### src/rtl/cpu_pkg.sv
// Shared definitions for the soft processor front end.
package cpu_pkg;

  localparam int unsigned ADDR_W = 8;
  localparam int unsigned DATA_W = 32;
  localparam logic [DATA_W-1:0] HALT_WORD = 32'hFFFF_FFFF;
  localparam logic [ADDR_W-1:0] RESET_PC = '0;

  typedef enum logic [1:0] {
    IDLE   = 2'd0,
    RUN    = 2'd1,
    HALTED = 2'd2
  } fetch_state_t;

endpackage

### src/rtl/fetch_unit_pc_reg.sv
// Program counter with load (redirect), increment and hold; wraps modulo 2^ADDR_W.
module pc_reg
  import cpu_pkg::*;
#(
  parameter int unsigned         ADDR_W   = cpu_pkg::ADDR_W,
  parameter logic [ADDR_W-1:0]   RESET_PC = cpu_pkg::RESET_PC
) (
  input  logic              clk,
  input  logic              rst_n,
  input  logic              i_load,
  input  logic [ADDR_W-1:0] i_load_pc,
  input  logic              i_inc,
  output logic [ADDR_W-1:0] o_pc
);

  logic [ADDR_W-1:0] r_pc;

  always_ff @(posedge clk) begin
    if (!rst_n) begin
      r_pc <= RESET_PC;
    end else if (i_load) begin
      r_pc <= i_load_pc;
    end else if (i_inc) begin
      r_pc <= r_pc + ADDR_W'(1);
    end
  end

  assign o_pc = r_pc;

endmodule

### src/rtl/fetch_unit.sv
// Instruction fetch stage: PC, instruction register, valid/ready hand-off to decode,
// redirect/stall/halt control and a retired-fetch counter.
module fetch_unit
  import cpu_pkg::*;
#(
  parameter int unsigned         ADDR_W    = cpu_pkg::ADDR_W,
  parameter int unsigned         DATA_W    = cpu_pkg::DATA_W,
  parameter logic [ADDR_W-1:0]   RESET_PC  = cpu_pkg::RESET_PC,
  parameter logic [DATA_W-1:0]   HALT_WORD = cpu_pkg::HALT_WORD
) (
  input  logic              clk,
  input  logic              rst_n,
  input  logic              start,
  output logic [ADDR_W-1:0] imem_addr,
  input  logic [DATA_W-1:0] imem_data,
  input  logic              redirect,
  input  logic [ADDR_W-1:0] redirect_pc,
  output logic [DATA_W-1:0] instr,
  output logic [ADDR_W-1:0] instr_pc,
  output logic              instr_valid,
  input  logic              instr_ready,
  output logic              halted,
  output logic [15:0]       fetch_count
);

  fetch_state_t r_state;
  fetch_state_t w_state_next;

  logic [ADDR_W-1:0] w_pc;
  logic              w_pc_load;
  logic              w_pc_inc;
  logic              w_ir_load;
  logic              w_valid_next;
  logic              w_hs;

  logic [DATA_W-1:0] r_instr;
  logic [ADDR_W-1:0] r_instr_pc;
  logic              r_valid;
  logic              r_halted;
  logic [15:0]       r_fetch_count;

  pc_reg #(
    .ADDR_W  (ADDR_W),
    .RESET_PC(RESET_PC)
  ) u_pc_reg (
    .clk      (clk),
    .rst_n    (rst_n),
    .i_load   (w_pc_load),
    .i_load_pc(redirect_pc),
    .i_inc    (w_pc_inc),
    .o_pc     (w_pc)
  );

  assign w_hs = (r_state == RUN) && r_valid && instr_ready;

  always_ff @(posedge clk) begin
    if (!rst_n) begin
      r_state <= IDLE;
    end else begin
      r_state <= w_state_next;
    end
  end

  // Priority in RUN: redirect > halt acceptance > stall > advance.
  always_comb begin
    w_state_next = r_state;
    w_pc_load    = 1'b0;
    w_pc_inc     = 1'b0;
    w_ir_load    = 1'b0;
    w_valid_next = r_valid;
    case (r_state)
      IDLE: begin
        if (start) w_state_next = RUN;
      end
      RUN: begin
        if (redirect) begin
          w_pc_load    = 1'b1;
          w_valid_next = 1'b0;
        end else if (w_hs && (r_instr == HALT_WORD)) begin
          w_state_next = HALTED;
          w_valid_next = 1'b0;
        end else if (!r_valid || instr_ready) begin
          w_ir_load    = 1'b1;
          w_pc_inc     = 1'b1;
          w_valid_next = 1'b1;
        end
      end
      HALTED: begin
        if (start) w_state_next = RUN;
      end
      default: w_state_next = IDLE;
    endcase
  end

  always_ff @(posedge clk) begin
    if (!rst_n) begin
      r_instr       <= '0;
      r_instr_pc    <= '0;
      r_valid       <= 1'b0;
      r_halted      <= 1'b0;
      r_fetch_count <= '0;
    end else begin
      r_valid  <= w_valid_next;
      r_halted <= (w_state_next == HALTED);
      if (w_ir_load) begin
        r_instr    <= imem_data;
        r_instr_pc <= w_pc;
      end
      if (w_hs) begin
        r_fetch_count <= r_fetch_count + 16'd1;
      end
    end
  end

  assign imem_addr   = w_pc;
  assign instr       = r_instr;
  assign instr_pc    = r_instr_pc;
  assign instr_valid = r_valid;
  assign halted      = r_halted;
  assign fetch_count = r_fetch_count;

endmodule

### config.mk
export PLATFORM = sky130hd
export DESIGN_NAME = fetch_unit
export DESIGN_NICKNAME = d
export VERILOG_FILES = /design/src/rtl/cpu_pkg.sv /design/src/rtl/fetch_unit_pc_reg.sv /design/src/rtl/fetch_unit.sv
export SDC_FILE = /design/constraint.sdc
export NUM_CORES = 1
export LEC_CHECK = 0
export ABC_AREA = 1
export CAP_MARGIN = 0
export CORE_MARGIN = 10
export CORE_UTILIZATION = 45
export DETAILED_ROUTE_END_ITERATION = 7
export PLACE_DENSITY = 0.88
export SLEW_MARGIN = 30
export SYNTH_ARGS = -nofsm -noshare
export SYNTH_HDL_FRONTEND = slang
export SYNTH_SLANG_ARGS = --single-unit
### constraint.sdc
create_clock -name clk -period 1.89 [get_ports clk]
set_input_delay 0.2835 -clock clk [delete_from_list [all_inputs] [get_ports clk]]
set_output_delay 0.2835 -clock clk [all_outputs]
set_load 0.05 [all_outputs]
==> flow_metrics.py <==
metrics = {
    "run_status": {
        "status": "completed",
    },
    "power_and_ir_drop": {
        "power_density_mw_per_mm2": 717,
        "leakagePower_nw": 1.70,
        "power.internal_w": 0.00228,
        "irDropWorstVdd_v": 0.000423,
        "power_frac_comb": 0.187,
        "p_seq_frac": 0.479,
        "switchingPower_w": 0.000920,
        "p_clk_frac": 0.334,
        "p_sw_frac": 0.287,
    },
    "timing": {
        "clock-skew-final_ns": 0.00642,
        "rsz0062_at_grt": "false",
        "period_needed_ns": 1.84,
        "period_share": 0.973,
        "finalMaxSlewViolations": 0,
        "timing.slew.headroom": 0.646,
        "tightestPinTransition_ns": 0.530,
        "setup_viol_count_final": 0,
        "finalHoldViolCount": 0,
        "timing.fmax_mhz": 544,
        "hold_ws_ns": 0.464,
    },
    "global_route": {
        "grt_pass1_vias": 3247,
        "grtUsageTotal": 0.177,
        "grt_start_max_net_pins": 39,
        "grt_overflow_total": 0,
        "antenna_found_initial": 0,
        "grt_pass1_wl_mm": 15.1,
    },
    "route": {
        "vias_per_cell": 5.42,
        "wl_per_cell_um": 15.1,
        "antenna_left": 0,
        "drc_errors": 0,
        "routed_wl_mm": 9.47,
        "drt_pass1_iterations": 4,
        "via_count": 3406,
        "dr.first_iter.drc_count": 126,
    },
    "cells_and_area": {
        "nets": 592,
        "syn2layout_area_growth_pct": 45.1,
        "utilization": 0.665,
        "seq_area_mm2": 0.00136,
        "final_cell_mix": "105 x nand2_1, 92 x clkdlybuf4s50_1, 68 x dfxtp_1, 53 x a21oi_1, 46 x nor2_1",
        "drive_above_1_share": 0.108,
        "multi_input_area_mm2": 0.00149,
        "final_common_cell": "nand2_1",
        "nFillCells": 576,
        "n_antenna_cell": 0,
    },
    "critical_path": {
        "crit_path_start_kind": "flip-flop",
        "reg2reg_depth": 7,
        "critical_path_required_ns": 1.61,
        "regToRegSetupSlack_ns": 0.26,
        "crit_path_start": "fetch_count[2]",
        "critical_path_buf_inv_count": 1,
        "crit_arrival_ns": 1.56,
        "crit_family": "buffers and inverters",
        "path_cells": "clkdlybuf4s50_1",
        "path_class": "reg2out",
        "endpoint": "fetch_count[2]",
        "worst_r2r_endpoint": "instr_pc[7]",
        "crit_path_top_delay_cell": "clkdlybuf4s50_1",
        "path_max_fanout": 4,
        "cp.depth": 1,
        "worstReg2RegStart": "instr_valid",
        "critPathMaxStageDelay_ns": 0.84,
        "crit_path_end_kind": "output port",
    },
    "synth": {
        "syn_area_mm2": 0.00308,
        "ys_ff_latch": 68,
        "synthCells": 431,
        "synth.avg_cell_area_um2": 7.14,
        "syn_nets": 478,
        "yosysWarnings": 0,
        "yosys.cell_types.count": 31,
        "seq_area_frac_synth": 0.442,
    },
    "cts": {
        "cts_hold_buf": 0,
        "clock_latency_ns": 0.34,
        "clockRootBuffer": "clkbuf_8",
        "clock-sinks": 68,
        "path_clk_slew_ns": 0.07,
        "cts_setup_buffers": 0,
        "clockBufferDepth": 2,
        "cts_buffers": 9,
        "cts_tree": "done",
        "htreeDepth": 3,
        "cts-resized-gates": 0,
    },
    "flow_run": {
        "maxCapViolations": 0,
    },
    "placed_design": {
        "gp_congestion": 0.837,
        "io_buffers": 110,
        "dp_hpwl_mm": 7.06,
    },
    "die": {
        "coreArea_mm2": 0.00672,
        "io_pins": 111,
        "dieArea_mm2": 0.0105,
        "die_width_um": 103,
        "num_rows": 30,
        "die_h_um": 103,
        "initial_core_util": 0.458,
    },
    "worst_hold_path": {
        "hold_path_class": "reg2reg",
    },
}
## power groups by stage
| stage | logic [W] | registers, W | clock network (W) |
|---|---|---|---|
| after floorplan | 0.000190 | 0.00172 | 0 |
| after global placement | 0.000586 | 0.00156 | 0 |
| after detailed placement | 0.000596 | 0.00157 | 0 |
| after CTS | 0.000599 | 0.00153 | 0.00108 |
| after global routing | 0.000640 | 0.00154 | 0.00114 |
| final | 0.000597 | 0.00154 | 0.00107 |
## synthesized netlist by cell type (all sizes together)
cell    count  area share
nand2     106        0.13
buf        11       0.021
o21ai      18       0.029
o21bai      2      0.0049
nor3b       1      0.0024
clkbuf     14       0.017
xnor2       1      0.0028
dfxtp      68        0.44
inv        30       0.037
o21a        1      0.0024
o22ai       1      0.0020
a21oi      54       0.089
nor2       50       0.064
clkinv      1      0.0012
a31oi       2      0.0041
nor3        6      0.0098
nand3      13       0.028
nand4      46       0.096
nand3b      2      0.0049
and3        2      0.0041
ha          2      0.0081
## layer usage
| metal | vias up | share of wire | track usage |
|---|---|---|---|
| li1 | 1681 | - | - |
| met1 | 1571 | 0.42 | 0.205 |
| met2 | 135 | 0.47 | 0.289 |
| met3 | 19 | 0.097 | 0.0650 |
| met4 | 0 | 0.018 | 0.0705 |
| met5 | - | 0 | 0 |
## worst reg2reg max path, stage by stage (launching register included)
cell	delay, ns
dfxtp_1	0.46
nand4_2	0.16
nor2_1	0.19
nand3_2	0.12
nand3_2	0.19
buf_4	0.22
nand2_1	0.07
a21oi_1	0.14
## layout make-up
type                            count  area share
Sequential cell                    68       0.305
Timing Repair Buffer              128       0.274
Inverter                           31      0.0261
Clock buffer                       12      0.0370
Clock inverter                      2     0.00224
Multi-Input combinational cell    307       0.333
Tap cell                           80      0.0224
## per-stage QoR
stage	std cells	setup slack, ns	cell area, µm²	TNS [ns]	total power (W)
6_report	628	0.0504	4470	0	0.00320
5_1_grt	628	0.00598	4470	0	0.00332
4_1_cts	628	0.0113	4460	0	0.00321
3_5_place_dp	614	-0.0818	4280	-1.76	0.00216
3_3_place_gp	614	0.0336	4280	0	0.00215
2_1_floorplan	431	0.0552	3080	0	0.00191
## kinds of logic (layout without fill, tap and decap cells)
family                   after synthesis  count (layout)  synth area share
buffers and inverters                 56             173            0.0760
adder cells (fa/ha/maj)                2               2           0.00813
AO/OA/AOI/OAI                         78              78             0.132
flip-flops                            68              68             0.442
AND/OR/NAND/NOR                      226             226             0.339
XOR/XNOR                               1               1           0.00285
## how the worst min path moves through the flow
stage | startpoint | endpoint | slack (ns) | depth (start not counted)
3_5_place_dp | instr_pc[5] | instr_pc[5] | 0.45 | 2
3_3_place_gp | instr_pc[5] | instr_pc[5] | 0.45 | 2
4_1_cts | instr_pc[5] | instr_pc[5] | 0.46 | 2
5_1_grt | instr_pc[6] | instr_pc[6] | 0.49 | 2
2_1_floorplan | start | r_state[0] | 0.43 | 2
6_report | instr_pc[3] | instr_pc[3] | 0.46 | 2
## state kept, by name, indices dropped and copies added, names as in the netlist
| name | cells |
|---|---|
| instr_pc | 8 |
| instr_valid | 1 |
| halted | 1 |
| fetch_count | 16 |
| instr | 32 |
| r_state | 2 |
| u_pc_reg.o_pc | 8 |
Power figures use the tool's default switching activity.
